File: config.mk
export PLATFORM = sky130hd
export DESIGN_NAME = pc_fetch_unit
export DESIGN_NICKNAME = d
export VERILOG_FILES = /design/src/rtl/pc_fetch_unit.sv
export SDC_FILE = /design/constraint.sdc
export NUM_CORES = 1
export LEC_CHECK = 0
export ABC_AREA = 1
export BUFFER_PORTS_ARGS = -buffer_cell sky130_fd_sc_hd__buf_4
export CORE_MARGIN = 1.5
export CORE_UTILIZATION = 51
export DETAILED_ROUTE_END_ITERATION = 8
export PLACE_DENSITY = 0.77
export SKIP_CTS_REPAIR_TIMING = 1
export SLEW_MARGIN = 5
export SYNTH_ARGS = -nofsm -noshare
export SYNTH_HDL_FRONTEND = slang
export SYNTH_SLANG_ARGS = --single-unit
export TNS_END_PERCENT = 30
File: constraint.sdc
create_clock -name clk -period 1.5 [get_ports clk]
set_input_delay 0.075 -clock clk [delete_from_list [all_inputs] [get_ports clk]]
set_output_delay 0.075 -clock clk [all_outputs]
set_load 0.1 [all_outputs]
File: src/rtl/pc_fetch_unit.sv
// -----------------------------------------------------------------------------
// pc_fetch_unit
//
// Program-counter and instruction-fetch stage of the 16-bit datapath.
// Keeps the fetch PC and issues one-word fetches to instruction memory over a
// req/ack handshake. Each returned word is registered together with its address
// and address+1 for the decode stage. If a fetch completes while decode is
// stalled, a one-entry skid buffer holds the word until decode can take it.
//
// Parameters
//   WIDTH          datapath / address width
//   RESET_PC       first fetch address after reset
//
// Ports
//   clk            rising-edge clock
//   rst_n          asynchronous active-low reset
//   stall          decode cannot accept a new instruction (IR holds)
//   branch_taken   single-cycle redirect request
//   branch_target  redirect address from the branch-target adder
//   imem_req       fetch request (decoded from the state register)
//   imem_addr      fetch address, registered
//   imem_ack       fetch complete; imem_data valid this cycle
//   imem_data      fetched instruction word
//   instr          instruction register
//   instr_valid    instr holds a live instruction
//   pc_out         address of instr
//   pc_plus1       pc_out + 1, registered, base operand of the branch adder
// -----------------------------------------------------------------------------
module pc_fetch_unit #(
   parameter int               WIDTH    = 16,
   parameter logic [WIDTH-1:0] RESET_PC = '0
) (
   input  logic             clk,
   input  logic             rst_n,
   input  logic             stall,
   input  logic             branch_taken,
   input  logic [WIDTH-1:0] branch_target,
   output logic             imem_req,
   output logic [WIDTH-1:0] imem_addr,
   input  logic             imem_ack,
   input  logic [WIDTH-1:0] imem_data,
   output logic [WIDTH-1:0] instr,
   output logic             instr_valid,
   output logic [WIDTH-1:0] pc_out,
   output logic [WIDTH-1:0] pc_plus1
);

   localparam logic [WIDTH-1:0] ONE = {{(WIDTH-1){1'b0}}, 1'b1};

   typedef enum logic [1:0] {
      IDLE = 2'd0,
      REQ  = 2'd1,
      HOLD = 2'd2,
      DROP = 2'd3
   } fetchState_t;

   // Address increment wraps modulo 2^WIDTH; there is deliberately no carry out.
   function automatic logic [WIDTH-1:0] incrWrap(input logic [WIDTH-1:0] a);
      return a + ONE;
   endfunction

   fetchState_t      state,      stateNxt;
   logic [WIDTH-1:0] pcReg,      pcNxt;
   logic [WIDTH-1:0] fetchAddr,  fetchAddrNxt;
   logic [WIDTH-1:0] irData,     irDataNxt;
   logic [WIDTH-1:0] irPc,       irPcNxt;
   logic [WIDTH-1:0] irPcPlus1,  irPcPlus1Nxt;
   logic             irValid,    irValidNxt;
   logic [WIDTH-1:0] skidData,   skidDataNxt;
   logic [WIDTH-1:0] skidPc,     skidPcNxt;
   logic             skidValid,  skidValidNxt;
   logic             reqActive;
   logic             ackSeen;

   // imem_req is the only output not taken straight from a flop.
   assign reqActive = (state == REQ) || (state == DROP);
   // An ack while no request is outstanding is meaningless and ignored.
   assign ackSeen   = imem_ack & reqActive;

   always_ff @(posedge clk or negedge rst_n) begin
      if (!rst_n) begin
         state     <= IDLE;
         pcReg     <= RESET_PC;
         fetchAddr <= '0;
         irData    <= '0;
         irPc      <= '0;
         irPcPlus1 <= ONE;
         irValid   <= 1'b0;
         skidData  <= '0;
         skidPc    <= '0;
         skidValid <= 1'b0;
      end else begin
         state     <= stateNxt;
         pcReg     <= pcNxt;
         fetchAddr <= fetchAddrNxt;
         irData    <= irDataNxt;
         irPc      <= irPcNxt;
         irPcPlus1 <= irPcPlus1Nxt;
         irValid   <= irValidNxt;
         skidData  <= skidDataNxt;
         skidPc    <= skidPcNxt;
         skidValid <= skidValidNxt;
      end
   end

   always_comb begin
      stateNxt     = state;
      pcNxt        = pcReg;
      fetchAddrNxt = fetchAddr;
      irDataNxt    = irData;
      irPcNxt      = irPc;
      irPcPlus1Nxt = irPcPlus1;
      irValidNxt   = irValid;
      skidDataNxt  = skidData;
      skidPcNxt    = skidPc;
      skidValidNxt = skidValid;

      if (branch_taken) begin
         // Redirect wins over stall and ack: anything in flight or parked is stale.
         pcNxt        = branch_target;
         irValidNxt   = 1'b0;
         skidValidNxt = 1'b0;
         unique case (state)
            IDLE:    stateNxt = IDLE;
            // If the fetch completed this cycle nothing is left outstanding;
            // otherwise its response must still be absorbed in DROP.
            REQ:     stateNxt = ackSeen ? IDLE : DROP;
            DROP:    stateNxt = DROP;
            HOLD:    stateNxt = IDLE;
            default: stateNxt = IDLE;
         endcase
      end else begin
         unique case (state)
            IDLE: begin
               if (!stall) begin
                  fetchAddrNxt = pcReg;
                  stateNxt     = REQ;
               end
            end

            REQ: begin
               if (ackSeen) begin
                  pcNxt = incrWrap(fetchAddr);
                  if (!stall) begin
                     // Hand the word to decode and start the next fetch
                     // immediately for one-per-cycle throughput.
                     irDataNxt    = imem_data;
                     irPcNxt      = fetchAddr;
                     irPcPlus1Nxt = incrWrap(fetchAddr);
                     irValidNxt   = 1'b1;
                     fetchAddrNxt = incrWrap(fetchAddr);
                  end else begin
                     skidDataNxt  = imem_data;
                     skidPcNxt    = fetchAddr;
                     skidValidNxt = 1'b1;
                     stateNxt     = HOLD;
                  end
               end else if (!stall) begin
                  // Decode consumed the previous word; nothing new yet.
                  irValidNxt = 1'b0;
               end
            end

            HOLD: begin
               if (!stall) begin
                  irDataNxt    = skidData;
                  irPcNxt      = skidPc;
                  irPcPlus1Nxt = incrWrap(skidPc);
                  irValidNxt   = 1'b1;
                  skidValidNxt = 1'b0;
                  fetchAddrNxt = pcReg;
                  stateNxt     = REQ;
               end
            end

            DROP: begin
               irValidNxt = 1'b0;
               if (ackSeen) begin
                  stateNxt = IDLE;
               end
            end

            default: stateNxt = IDLE;
         endcase
      end
   end

   assign imem_req    = reqActive;
   assign imem_addr   = fetchAddr;
   assign instr       = irData;
   assign instr_valid = irValid;
   assign pc_out      = irPc;
   assign pc_plus1    = irPcPlus1;

endmodule

==> results of run 1 <==
-- layout by cell type, fill, tap and decap left out, types with 5 or more instances in the layout --
cell | Yosys | layout
inv_2 | 4 | 7
dfrtp_4 | 0 | 12
buf_4 | 3 | 139
nor2_2 | 13 | 22
a21oi_1 | 13 | 13
o21ai_1 | 15 | 25
o21ai_0 | 88 | 76
xor2_2 | 0 | 5
inv_1 | 67 | 62
o21ai_2 | 11 | 13
nand4_1 | 5 | 5
clkinv_2 | 0 | 5
nor2_4 | 3 | 6
dfrtp_2 | 0 | 5
buf_12 | 0 | 8
nand2_2 | 1 | 10
dlygate4sd3_1 | 0 | 33
clkbuf_16 | 0 | 17
a21oi_2 | 16 | 16
o211ai_1 | 18 | 18
nand2_1 | 249 | 236
o21a_1 | 5 | 5
nand3_1 | 20 | 17
nand2_4 | 2 | 5
nor2_1 | 41 | 29
xor2_1 | 11 | 5
dfrtp_1 | 114 | 97
-- registers in the layout, summed over array words and instances, names as in the netlist --
| register | count |
|---|---|
| skidPc | 16 |
| skidData | 16 |
| state | 2 |
| pc_out | 16 |
| pcReg | 16 |
| instr_valid | 1 |
| instr | 16 |
| pc_plus1 | 16 |
| imem_addr | 16 |
-- metal layers --
metal / share of wire / vias up / wire [µm] / track usage
li1: - / 2739 / - / -
met1: 0.42 / 2698 / 6910 / 0.355
met2: 0.49 / 247 / 8170 / 0.427
met3: 0.069 / 34 / 1150 / 0.0514
met4: 0.022 / 0 / 359 / 0.0940
met5: 0 / - / 0 / 0
-- path summary, 6_finish.rpt --
path,slack [ps],cells after the start,from,end
worst min-delay path,40,3,stall,skidData[0]$_DFFE_PN0P_
worst min register to register,480,2,pc_plus1[11]$_DFFE_PN0P_,pc_plus1[11]$_DFFE_PN0P_
min in group asynchronous,80,2,rst_n,instr[0]$_DFFE_PN0P_
max in group asynchronous,830,3,rst_n,imem_addr[2]$_DFFE_PN0P_
worst max register to register,-60,7,state[0]$_DFFE_PN0P_,instr[10]$_DFFE_PN0P_
worst max-delay path,-60,7,state[0]$_DFFE_PN0P_,instr[10]$_DFFE_PN0P_
-- worst max-delay path: stages (launching register included) --
cell and delay, ps:
dfrtp_1 430, buf_4 170, nor2_4 190, buf_8 170
buf_12 150, nand2_1 80, o21ai_0 100, o21ai_0 130
-- cell type report --
cell class / count / area share
Clock buffer: 22 / 0.0576
Clock inverter: 10 / 0.0181
Inverter: 71 / 0.0324
Multi-Input combinational cell: 522 / 0.330
Sequential cell: 115 / 0.348
Tap cell: 143 / 0.0213
Timing Repair Buffer: 185 / 0.190
Timing Repair inverter: 2 / 0.00179
-- metrics by stage --
stage | setup TNS (ps) | hold WS [ps] | std cells | worst slack, ps
6_report | -489 | 37.7 | 1070 | -59.8
5_1_grt | -4790 | 26.3 | 1070 | -117
3_3_place_gp | -255 | -41.3 | 999 | -90.1
3_5_place_dp | -770 | -36.2 | 999 | -99.1
4_1_cts | -1440 | -477 | 1031 | -117
2_1_floorplan | -605 | -221 | 742 | -57.7
-- logic make-up after synthesis --
group,count (synthesis),share of synthesized area
DFF,115,0.485
buffers and inverters,105,0.0827
and+or+nand+nor,335,0.233
xor gates and xnor gates,11,0.0162
AOI/OAI and AO/OA,174,0.178
adders and majority gates,2,0.00422
==> flow_metrics.py, run 1 <==
metrics = {
    "status": {
        "violations": "negative setup slack",
        "status": "finished, violations left",
    },
    "detailed_routing": {
        "first_pass_iters": 5,
        "vias": 5718,
        "wl_mm": 16.6,
        "ant_nets": 0,
        "vias_per_cell": 5.34,
        "drc": 0,
        "drtIter0Drc": 443,
        "wl_per_cell_um": 15.5,
    },
    "finish": {
        "multi_input_area_um2": 2780,
        "design_area_um2": 8410,
        "final_util": 0.740,
        "n_fill_cell": 816,
        "areaGrowthSynthToFinish_pct": 41.8,
        "drive_above_1_share": 0.323,
        "nets": 953,
        "antennaDiodeCount": 0,
        "seqCellArea_um2": 2930,
    },
    "global_route": {
        "antenna_found_initial": 0,
        "grt-ovfl-total": 0,
        "grt_usage": 0.263,
        "grt_pass1_vias": 5312,
        "grt_pass1_wl_mm": 25.9,
        "grt_max_degree": 52,
    },
    "logic_synthesis": {
        "async_flop_share": 1.00,
        "yosysTopAreaCellShare": 0.481,
        "netlist_area_um2": 5930,
        "synth_flop_cell": "dfrtp_1",
        "synth.distinct_cells": 33,
        "synth_top_area_cell": "dfrtp_1",
        "synth_edf_count": 0,
        "yosys-top-cells-area": "dfrtp_1, nand2_1, o21ai_0, inv_1, nor2_1",
        "syn_inst": 742,
        "seq_area_frac_synth": 0.485,
        "synth-seq-cells": 115,
        "avgSynthCellArea_um2": 8.00,
        "synth_common_cells": "nand2_1, dfrtp_1, o21ai_0",
        "ys_warn_count": 0,
        "synth_most_common_cell": "nand2_1",
        "synth_nets": 781,
    },
    "timing": {
        "fin_crit_sh": 1.04,
        "period_minus_slack_ps": 1560,
        "finalSetupViolations": 34,
        "skew_ps": 10.1,
        "slew_headroom": 0.754,
        "drv_slew": 0,
        "worst_slack_ps": -59.8,
        "hold_viol_final": 0,
        "rsz0062_at_grt": "yes",
        "timing.fmax_ghz": 0.641,
        "tightest_slew_ps": 368,
    },
    "die": {
        "die_h_um": 111,
        "die_w_um": 111,
        "row_count": 39,
        "fp.dieArea_um2": 12300,
        "core-area_um2": 11400,
        "start_util": 0.522,
        "ios": 103,
    },
    "cts": {
        "cts_tree": "done",
        "clkTransAtPathRegs_ps": 50,
        "cts.sinks": 115,
        "ctsHtreeMaxLevel": 4,
        "cts_made_buffers": 17,
        "cts-root-buf": "clkbuf_16",
        "clk_latency_ps": 420,
        "cts-root-to-sink-buffers": 2,
    },
    "critical_path": {
        "arrival_ps": 1840,
        "cp-start-kind": "register",
        "required_ps": 1780,
        "path_class": "reg -> reg",
        "worstSetupEndpointType": "register",
        "cp_max_fo": 24,
    },
    "placement": {
        "post_dp_cell_area_um2": 7190,
        "port-buffer-count": 102,
        "place_congestion": 0.902,
        "hpwl_mm": 11.3,
    },
    "min_path": {
        "hold_class": "in -> reg",
    },
    "flow_run": {
        "cap_violations": 0,
    },
}
Power of run 1 is not shown: default switching activity piles up to over one toggle a cycle in this logic, so the estimate is an artifact.
==> inputs of run 2 (changes only) <==
--- a/config.mk
+++ b/config.mk
@@ -6,11 +6,13 @@
 export NUM_CORES = 1
 export LEC_CHECK = 0
 export ABC_AREA = 1
-export BUFFER_PORTS_ARGS = -buffer_cell sky130_fd_sc_hd__buf_4
+export CORE_ASPECT_RATIO = 1.25
 export CORE_MARGIN = 1.5
-export CORE_UTILIZATION = 51
+export CORE_UTILIZATION = 53
 export DETAILED_ROUTE_END_ITERATION = 8
-export PLACE_DENSITY = 0.77
+export DONT_BUFFER_PORTS = 1
+export HOLD_SLACK_MARGIN = 0.05
+export PLACE_DENSITY = 0.71
 export SKIP_CTS_REPAIR_TIMING = 1
 export SLEW_MARGIN = 5
 export SYNTH_ARGS = -nofsm -noshare
==> run 2 against run 1 <==
- the flow finishes with violations (negative hold slack, negative setup slack)
- first-iteration DRC count up 7.2%
- count of clock-buffer cells in the layout up 4
- non-clock buffer count down 31
- fmax down 2.0%
- via count down 0.52%
- clock skew down 3.9 ps
- global-route usage down 0.18 points
- sequential share of layout area up 1.2 points
- worst setup slack worse by 32 ps
- die area down 3.6%
- cell area down 3.4%
- routed wire length up 2.9%
- largest cell class unchanged
==> flow_metrics.py, run 2 (synthesized netlist as in run 1, its figures left out) <==
metrics = {
    "status": {
        "status": "finished, violations left",
        "violations": "negative hold slack, negative setup slack",
    },
    "placement": {
        "hpwl_mm": 10.4,
        "place_congestion": 0.854,
        "post_dp_cell_area_um2": 6780,
        "port-buffer-count": 0,
    },
    "critical_path": {
        "crit_start": "state[1]$_DFFE_PN0P_",
        "reg2regPathDepth": 8,
        "cp_max_fo": 36,
        "r2r_start": "state[1]$_DFFE_PN0P_",
        "crit_slowest_cell": "dfrtp_1",
        "cp_num_buf_inv": 3,
        "r2r-end": "skidPc[5]$_DFFE_PN0P_",
        "path_cells": "buf_4 > nor2_4 > inv_2 > nor2_8 > nand2_8 > buf_12 > nand2_1 > o21ai_2",
        "cp_slowest_stage_delay_ps": 410,
        "path_class": "reg -> reg",
        "required_ps": 1790,
        "arrival_ps": 1880,
        "crit_family": "simple AND/OR/NAND/NOR gates",
        "rrSetupSlack_ps": -90,
        "cp-start-kind": "register",
        "worstSetupEndpointType": "register",
    },
    "timing": {
        "fin_crit_sh": 1.06,
        "skew_ps": 6.23,
        "rsz0062_at_grt": "yes",
        "timing.fmax_ghz": 0.628,
        "finalSetupViolations": 34,
        "drv_slew": 0,
        "worst_slack_ps": -92.1,
        "slew_headroom": 0.604,
        "tightest_slew_ps": 592,
        "period_minus_slack_ps": 1590,
        "hold_viol_final": 115,
        "setup_tns_ps": -1320,
        "holdWs_ps": -646,
    },
    "finish": {
        "nets": 923,
        "areaGrowthSynthToFinish_pct": 36.9,
        "design_area_um2": 8120,
        "mostFrequentLayoutCells": "nand2_1, buf_4, dfrtp_1",
        "drive_above_1_share": 0.291,
        "final_common_cell": "nand2_1",
        "antennaDiodeCount": 0,
    },
    "cts": {
        "cts-root-buf": "clkbuf_16",
        "cts_tree": "done",
        "cts_made_buffers": 17,
        "cts.sinks": 115,
        "clkTransAtPathRegs_ps": 50,
        "ctsHtreeMaxLevel": 4,
        "cts-root-to-sink-buffers": 2,
        "clk_latency_ps": 410,
    },
    "die": {
        "die_h_um": 121,
        "fp.dieArea_um2": 11800,
        "die_w_um": 97.6,
        "core-area_um2": 11000,
        "start_util": 0.541,
        "ios": 103,
        "row_count": 43,
    },
    "detailed_routing": {
        "first_pass_iters": 6,
        "wl_mm": 17.1,
        "wl_per_cell_um": 16.5,
        "ant_nets": 0,
        "drtIter0Drc": 475,
        "vias_per_cell": 5.51,
        "drc": 0,
        "vias": 5688,
    },
    "global_route": {
        "grt_usage": 0.262,
        "grt-ovfl-total": 0,
        "grt_pass1_vias": 5199,
        "antenna_found_initial": 0,
        "grt_pass1_wl_mm": 24.6,
        "grt_max_degree": 116,
    },
    "flow_run": {
        "cap_violations": 0,
    },
    "min_path": {
        "hold_class": "in -> async",
    },
}
[run 2: cell count changes in the layout (fill, tap and decap cells not counted), sizes merged]
cell         change
dlygate4sd3      +7
inv              -2
clkbuf           +6
bufinv           -3
clkinvlp         +2
buf             -40
[run 2: metal layers]
layer	global-route usage	part of all wire	up-vias
met2	0.435	0.51	241
met4	0.109	0.027	0
met3	0.0720	0.063	41
li1	-	-	2683
met1	0.321	0.40	2723
met5	0	0	-
[run 2: stage by stage]
stage               std cells   util  hold slack [ps]  setup WS, ps
finish                   1032  0.740             -646         -92.1
global route             1032  0.740             -659          -162
CTS                       975  0.668             -656          -110
detailed placement        943  0.618             -218         -95.1
global placement          943  0.618             -218         -76.0
floorplan                 742      -             -221         -57.7
[run 2: final cells by class]
cell class | count | area [µm²]
sequential | 115 | 2930
fill | 794 | 2850
multi-input combinational | 522 | 2790
timing repair buffer | 154 | 1390
clock buffer | 26 | 489
inverter | 71 | 280
tap | 135 | 169
clock inverter | 6 | 55.1
timing repair inverter | 3 | 22.5
[run 2: worst max-delay path by stage]
stage                     slack [ps]  cells past startpoint                        end
after detailed placement        -100                      8    pc_plus1[8]$_DFFE_PN0P_
after global placement           -80                      8    pc_plus1[8]$_DFFE_PN0P_
after global routing            -160                      9      skidPc[5]$_DFFE_PN0P_
after CTS                       -110                      8    pc_plus1[8]$_DFFE_PN0P_
after floorplan                  -60                      7  imem_addr[15]$_DFFE_PN0P_
final                            -90                      8      skidPc[5]$_DFFE_PN0P_
Power of run 2 is left out for the same reason.
